## src/rtl/traffic_manual_input.sv

```systemverilog
// Manual-control front end for the traffic light controller: synchronises and
// debounces the mode/step buttons, emits one-cycle press strobes, and tracks
// the manual override mode and the selected light with an idle auto-release.
module traffic_manual_input #(
  parameter logic [15:0] DEBOUNCE_CYCLES = 16'd50000,
  parameter logic [31:0] TIMEOUT_CYCLES  = 32'd0
) (
  input  logic       clk,
  input  logic       reset,
  input  logic       btn_mode_raw,
  input  logic       btn_step_raw,
  output logic       manual_override,
  output logic [1:0] manual_state,
  output logic       mode_pulse,
  output logic       step_pulse
);

  typedef enum logic {
    AUTO,
    MANUAL
  } mode_t;

  typedef enum logic [1:0] {
    LIGHT_RED    = 2'b00,
    LIGHT_YELLOW = 2'b01,
    LIGHT_GREEN  = 2'b10
  } light_t;

  // Index 0 = mode button, index 1 = step button.
  logic [1:0]  raw;
  logic [1:0]  sync_a;
  logic [1:0]  sync_b;
  logic [1:0]  sync_vld;
  logic [1:0]  level;
  logic [1:0]  level_q;
  logic [1:0]  armed;
  logic [1:0]  pulse;
  logic [1:0]  differ;
  logic [15:0] cnt [2];

  mode_t       fsm;
  light_t      light;
  logic [31:0] idle;

  assign raw          = {btn_step_raw, btn_mode_raw};
  assign mode_pulse   = pulse[0];
  assign step_pulse   = pulse[1];
  assign manual_state = light;

  // Debounce comparison. Until a button has been seen stably released after
  // reset it is treated as pressed, so a button held through reset must be
  // released and debounced low (arming) before a press can be accepted.
  always_comb begin
    differ = '0;
    for (int unsigned i = 0; i < 2; i++) begin
      differ[i] = sync_vld[1] && (sync_b[i] != (armed[i] ? level[i] : 1'b1));
    end
  end

  // Per-button synchroniser, debounce counter, arming and press strobe.
  always_ff @(posedge clk) begin
    if (reset) begin
      sync_a   <= '0;
      sync_b   <= '0;
      sync_vld <= '0;
      level    <= '0;
      level_q  <= '0;
      armed    <= '0;
      pulse    <= '0;
      for (int unsigned i = 0; i < 2; i++) begin
        cnt[i] <= '0;
      end
    end else begin
      sync_a   <= raw;
      sync_b   <= sync_a;
      sync_vld <= {sync_vld[0], 1'b1};
      level_q  <= level;
      pulse    <= level & ~level_q;
      for (int unsigned i = 0; i < 2; i++) begin
        if (!differ[i]) begin
          cnt[i] <= '0;
        end else if (cnt[i] == DEBOUNCE_CYCLES - 16'd1) begin
          cnt[i] <= '0;
          if (armed[i]) begin
            level[i] <= ~level[i];
          end else begin
            armed[i] <= 1'b1;
          end
        end else begin
          cnt[i] <= cnt[i] + 16'd1;
        end
      end
    end
  end

  // Override FSM with registered outputs and idle auto-release.
  always_ff @(posedge clk) begin
    if (reset) begin
      fsm             <= AUTO;
      manual_override <= 1'b0;
      light           <= LIGHT_RED;
      idle            <= '0;
    end else begin
      case (fsm)
        AUTO: begin
          idle <= '0;
          if (mode_pulse) begin
            fsm             <= MANUAL;
            manual_override <= 1'b1;
            light           <= LIGHT_RED;
          end
        end
        MANUAL: begin
          if (mode_pulse) begin
            fsm             <= AUTO;
            manual_override <= 1'b0;
            light           <= LIGHT_RED;
            idle            <= '0;
          end else if (step_pulse) begin
            idle <= '0;
            case (light)
              LIGHT_RED:    light <= LIGHT_YELLOW;
              LIGHT_YELLOW: light <= LIGHT_GREEN;
              default:      light <= LIGHT_RED;
            endcase
          end else if ((TIMEOUT_CYCLES != 32'd0) &&
                       (idle == TIMEOUT_CYCLES - 32'd1)) begin
            fsm             <= AUTO;
            manual_override <= 1'b0;
            light           <= LIGHT_RED;
            idle            <= '0;
          end else if (idle != '1) begin
            idle <= idle + 32'd1;
          end
        end
        default: begin
          fsm             <= AUTO;
          manual_override <= 1'b0;
          light           <= LIGHT_RED;
          idle            <= '0;
        end
      endcase
    end
  end

endmodule
```

## config.mk

```make
export PLATFORM = sky130hd
export DESIGN_NAME = traffic_manual_input
export DESIGN_NICKNAME = d
export VERILOG_FILES = /design/src/rtl/traffic_manual_input.sv
export SDC_FILE = /design/constraint.sdc
export NUM_CORES = 1
export LEC_CHECK = 0
export ABC_AREA = 1
export BUFFER_PORTS_ARGS = -buffer_cell sky130_fd_sc_hd__buf_4
export CORE_AREA = 2 2 68 70
export DETAILED_ROUTE_END_ITERATION = 10
export DIE_AREA = 0 0 70 72
export GPL_TIMING_DRIVEN = 1
export HOLD_SLACK_MARGIN = 0.05
export PLACE_DENSITY = 0.81
export SLEW_MARGIN = 20
export SYNTH_ARGS = -nofsm -noshare
export SYNTH_HDL_FRONTEND = slang
export SYNTH_SLANG_ARGS = --single-unit
```

## constraint.sdc

```tcl
create_clock -name clk -period 3.13 [get_ports clk]
set_input_delay 0.4695 -clock clk [delete_from_list [all_inputs] [get_ports clk]]
set_output_delay 0.4695 -clock clk [all_outputs]
set_load 0.05 [all_outputs]
```

## Word-level counts from Yosys, hierarchy flattened

Memory sizes are Yosys's and may differ from the RTL's.
Index checks and enable logic that the tools add are counted.

| word-level totals | value |
|---|---|
| bits in writable memories | 32 |
| word-level logic and storage cells | 88 |
| memories kept | 1 |
| flip-flop bits (word level) | 18 |

Memory list:

| memory | words | width | rd ports | clocked after Yosys merged registers in | wr ports | line | source |
|---|---|---|---|---|---|---|---|
| cnt | 2 | 16 | 2 | 0 | 2 | 39 | `logic [15:0] cnt [2];` |

| operators by class | value |
|---|---|
| multiplexer cells | 44 |
| bitwise gates (word level) | 11 |
| $add $sub $neg | 2 |
| eq/ne operators | 8 |
| reductions and logical operators | 9 |

Operator list:

| kind | count |
|---|---|
| 2-to-1 mux 16 bit | 6 |
| adder 16 x 1 -> 16 bit, second input constant | 2 |
| equality test 16 bit, second input constant | 2 |
| 2-to-1 mux 1 bit | 31 |
| one-hot mux 2 bit (2 select lines) | 2 |
| AND reduction 2 bit | 4 |
| 2-to-1 mux 2 bit | 3 |
| OR 1 bit | 6 |
| AND reduction 3 bit | 2 |
| inequality test 2 bit, second input constant | 2 |
| one-hot mux 1 bit (2 select lines) | 2 |
| inequality test 3 bit, second input constant | 1 |
| NOT 1 bit | 3 |
| AND 2 bit | 1 |
| equality test 2 x 1 -> 1 bit, second input constant | 1 |
| logical AND 1 bit | 2 |
| zero test 2 bit | 1 |
| inequality test 1 bit | 2 |
| NOT 2 bit | 1 |

## Depth between registers and ports, before layout

| logic depth | value |
|---|---|
| word-level depth | 9 |
| depth in mapped cells | 9 |
| depth with buffers taken out | 8 |

## Least setup slack after synthesis

Ideal clock, no wire load.

| timing | value |
|---|---|
| kind | flip-flop to flip-flop |
| from | memory cnt[1][0] |
| to | memory cnt[1][2], data pin |
| period minus slack after synthesis | 1587 ps |
| path slack | 1543 ps |
| path buffers | 1 |
| data arrival time | 1331 ps |
| required time | 2874 ps |
| library setup time | 256 ps |
| stages on the path, launching flop included | 10 |
| cell sequence | edfxtp_1 ha_1 nand2_2 nor2_4 nand3_2 nor2_4 nor2_2 nand2_4 buf_12 nor2_2 |

RTL lines:

| element | line |
|---|---|
| start, declared | 39 |

==> summary.txt <==
CTS H-tree lvls: 2
Final net count: 374
DRT Wirelength: 4713 microns
Register bit total from synthesis: 50
Port Buffers: 8
Synthesized cell area: 0.002670 sq mm
Gr ovfl total: 0
Crit path max-delay cell type: edfxtp_1
CP delay by family, top: simple AND/OR/NAND/NOR gates
CP Launch Type: flop
Worst min-delay path class: in -> reg
Placed insts: 411
Layout cells sized above 1: 11.72%
FF/Latch Area: 0.001321 sq mm
Crit path time final: 1.744 ns
Post-synth top flop: edfxtp_1
Placer Congestion: 0.9339
Crit path buffers/inverters: 0
Worst path required time: 3.18 ns
Initial Util: 62.62%
Syn Inst Count: 324
Power per cell area: 404.9 mW/mm^2
Seq/Total Area, Yosys: 49.48%
Synth cell count leaders: nand2_1 (63), inv_1 (46), nor2_1 (46), edfxtp_1 (32), nand3_1 (24)
Kind of critical path: reg -> reg
Vias: 2163
DIE AREA: 0.005040 sq mm
Number of synthesized flops with an enable pin: 32
DP Area: 0.002869 sq mm
Num CTS Buffers: 5
Worst Skew: 0.002897 ns
Slew Limit Fails: 0
Row count: 24
Cell mode on critical path: nor2_4
Max-cap violations: 0
Cell accounting for the most synthesized area: edfxtp_1
Most numerous cell in the Yosys netlist: nand2_1
Clk_lat worst skew: 0.30 ns
Number of global-route vias before repair: 1955
Ys async rst share: 0%
Largest net degree at the start of global routing: 19
Avg WL per Cell: 11.25 microns
Vias per cell: 5.162
Final HPWL DP: 3558 microns
CTS tree: built
First drt pass iteration count: 4
Synth cell types: 30
Final period util: 55.73%
RSZ-0062 raised after global routing: false
# clock sinks: 50
Diode count: 0
Post-CTS Resized: 0
Crit-path cells: ha_1 -> nand2_2 -> nor2_4 -> nand3_2 -> nor2_4 -> nor2_2 -> nand2_4 -> a21oi_1
Core region area: 0.004264 sq mm
CP Capture Type: flop
Iter 0 DRT Violations: 145
Postcts setup bufs: 0
Global-route wire length before repair: 8217 microns
F_max: 0.5733 GHz
CP Data Arrival Time: 1.79 ns
Post-synth top area share: 35.99%
Status: finished, final reports clean
Area of the multi-input gates: 0.001246 sq mm
Non-filler instance count after layout: 419
Setup slack at placement: 1.396 ns
VDD IR max: 361.0 uV
Post-layout util: 69.48%
Die Span Y: 72 microns
Final Hold Viols: 0
DRC: 0
Initial antenna violation count: 0
# IOs: 9
Total GRT Usage: 20.31%
Max Fanout on Critical Path: 16
Warnings, synthesis: 0
P&R area growth vs syn: 10.97%
Clock buffer depth: 2
Die width: 70 microns
Design area: 0.002963 sq mm
LEAKAGE: 1.157 nW
Root Driver: clkbuf_8
Hold-fix buffers, CTS: 0
Worst path max stage delay: 0.40 ns
Hold Slack: 0.3633 ns
Avg Cell Area, Syn: 8.241 sq um
PnR worst setup slack: 1.386 ns
Final ANT Viol Nets: 0
Clock transition at path regs: 0.08 ns
Top post-synthesis cells by area: edfxtp_1 (36%), dfxtp_1 (13%), nand2_1 (8.9%)
Setup TNS: 0 ns
Overall power: 1.200 mW
# fillers: 365
Final setup fails: 0
flip-flops by register name, indices dropped and copies added, names as in the netlist:
signal           cells
pulse                2
sync_b               2
level                2
armed                2
level_q              2
manual_override      1
manual_state         2
fsm                  1
cnt                 32
sync_vld             2
sync_a               2
placed cells by master (no fill, tap or decap), types with 2 or more instances in the layout:
cell type  count
nor2_2         8
xnor2_1        2
nor3_2         3
ha_1           4
nand2b_1       2
buf_4          8
conb_1        32
a21oi_1       21
nand2_2        3
clkbuf_8       6
nand4_1       13
nor3_1        12
nor2_4         3
o21ai_0        4
nand3_1       24
xor2_1         3
dfxtp_1       18
edfxtp_1      32
inv_1         46
nand2_1       63
or2_2          2
a21oi_2        5
nor2_1        46
kinds of logic (layout without fill, tap and decap cells):
family                   count (synthesis)  after routing  synth area share, %
flip-flops                              50             50                49.48
adder cells (fa/ha/maj)                  4              4                1.874
buffers and inverters                   51             63                8.201
AND/OR/NAND/NOR                        182            182                32.05
AO/OA/AOI/OAI                           31             31                6.607
other                                    1             32               0.1404
XOR/XNOR                                 5              5                1.640
area by class of cell:
| cell class | count | area share [%] |
|---|---|---|
| Clock buffer | 6 | 2.787 |
| Timing Repair Buffer | 8 | 2.027 |
| Clock inverter | 2 | 0.3801 |
| Multi-Input combinational cell | 254 | 42.06 |
| Sequential cell | 50 | 44.59 |
| Inverter | 47 | 5.954 |
| Tap cell | 52 | 2.196 |
metal layers:
layer / part of all wire (%) / global-route usage [%] / vias up / wire, microns
li1: - / - / 1114 / -
met1: 44 / 25.52 / 996 / 2068
met2: 50 / 35.03 / 45 / 2361
met3: 4.2 / 3.472 / 8 / 196
met4: 1.8 / 8.547 / 0 / 85
met5: 0 / 0 / - / 0
path summary, 6_finish.rpt:
kind,start,to,slack [ns],cells after the start
worst min register to register,level_q[0]$_SDFF_PP0_,pulse[0]$_SDFF_PP0_,0.40,1
worst max register to register,cnt[1][0]$_SDFFCE_PN0P_,cnt[1][7]$_SDFFCE_PN0P_,1.39,8
worst min-delay path,btn_step_raw,sync_a[1]$_SDFF_PP0_,0.36,3
worst max-delay path,cnt[1][0]$_SDFFCE_PN0P_,cnt[1][7]$_SDFFCE_PN0P_,1.39,8
worst register-to-register path, delay by kind of cell (launching register included):
kind,cells,cell delay [ns]
DFF,1,0.40
AOI/OAI and AO/OA,1,0.08
and+or+nand+nor,6,0.77
adders and majority gates,1,0.26
where the power goes:
| group | leakage, nW | switching [mW] | internal [mW] |
|---|---|---|---|
| logic | 0.629 | 0.0503 | 0.0208 |
| registers | 0.477 | 0.0196 | 0.724 |
| clock network | 0.0515 | 0.206 | 0.178 |
No activity file was read; power rests on OpenSTA's default activity.
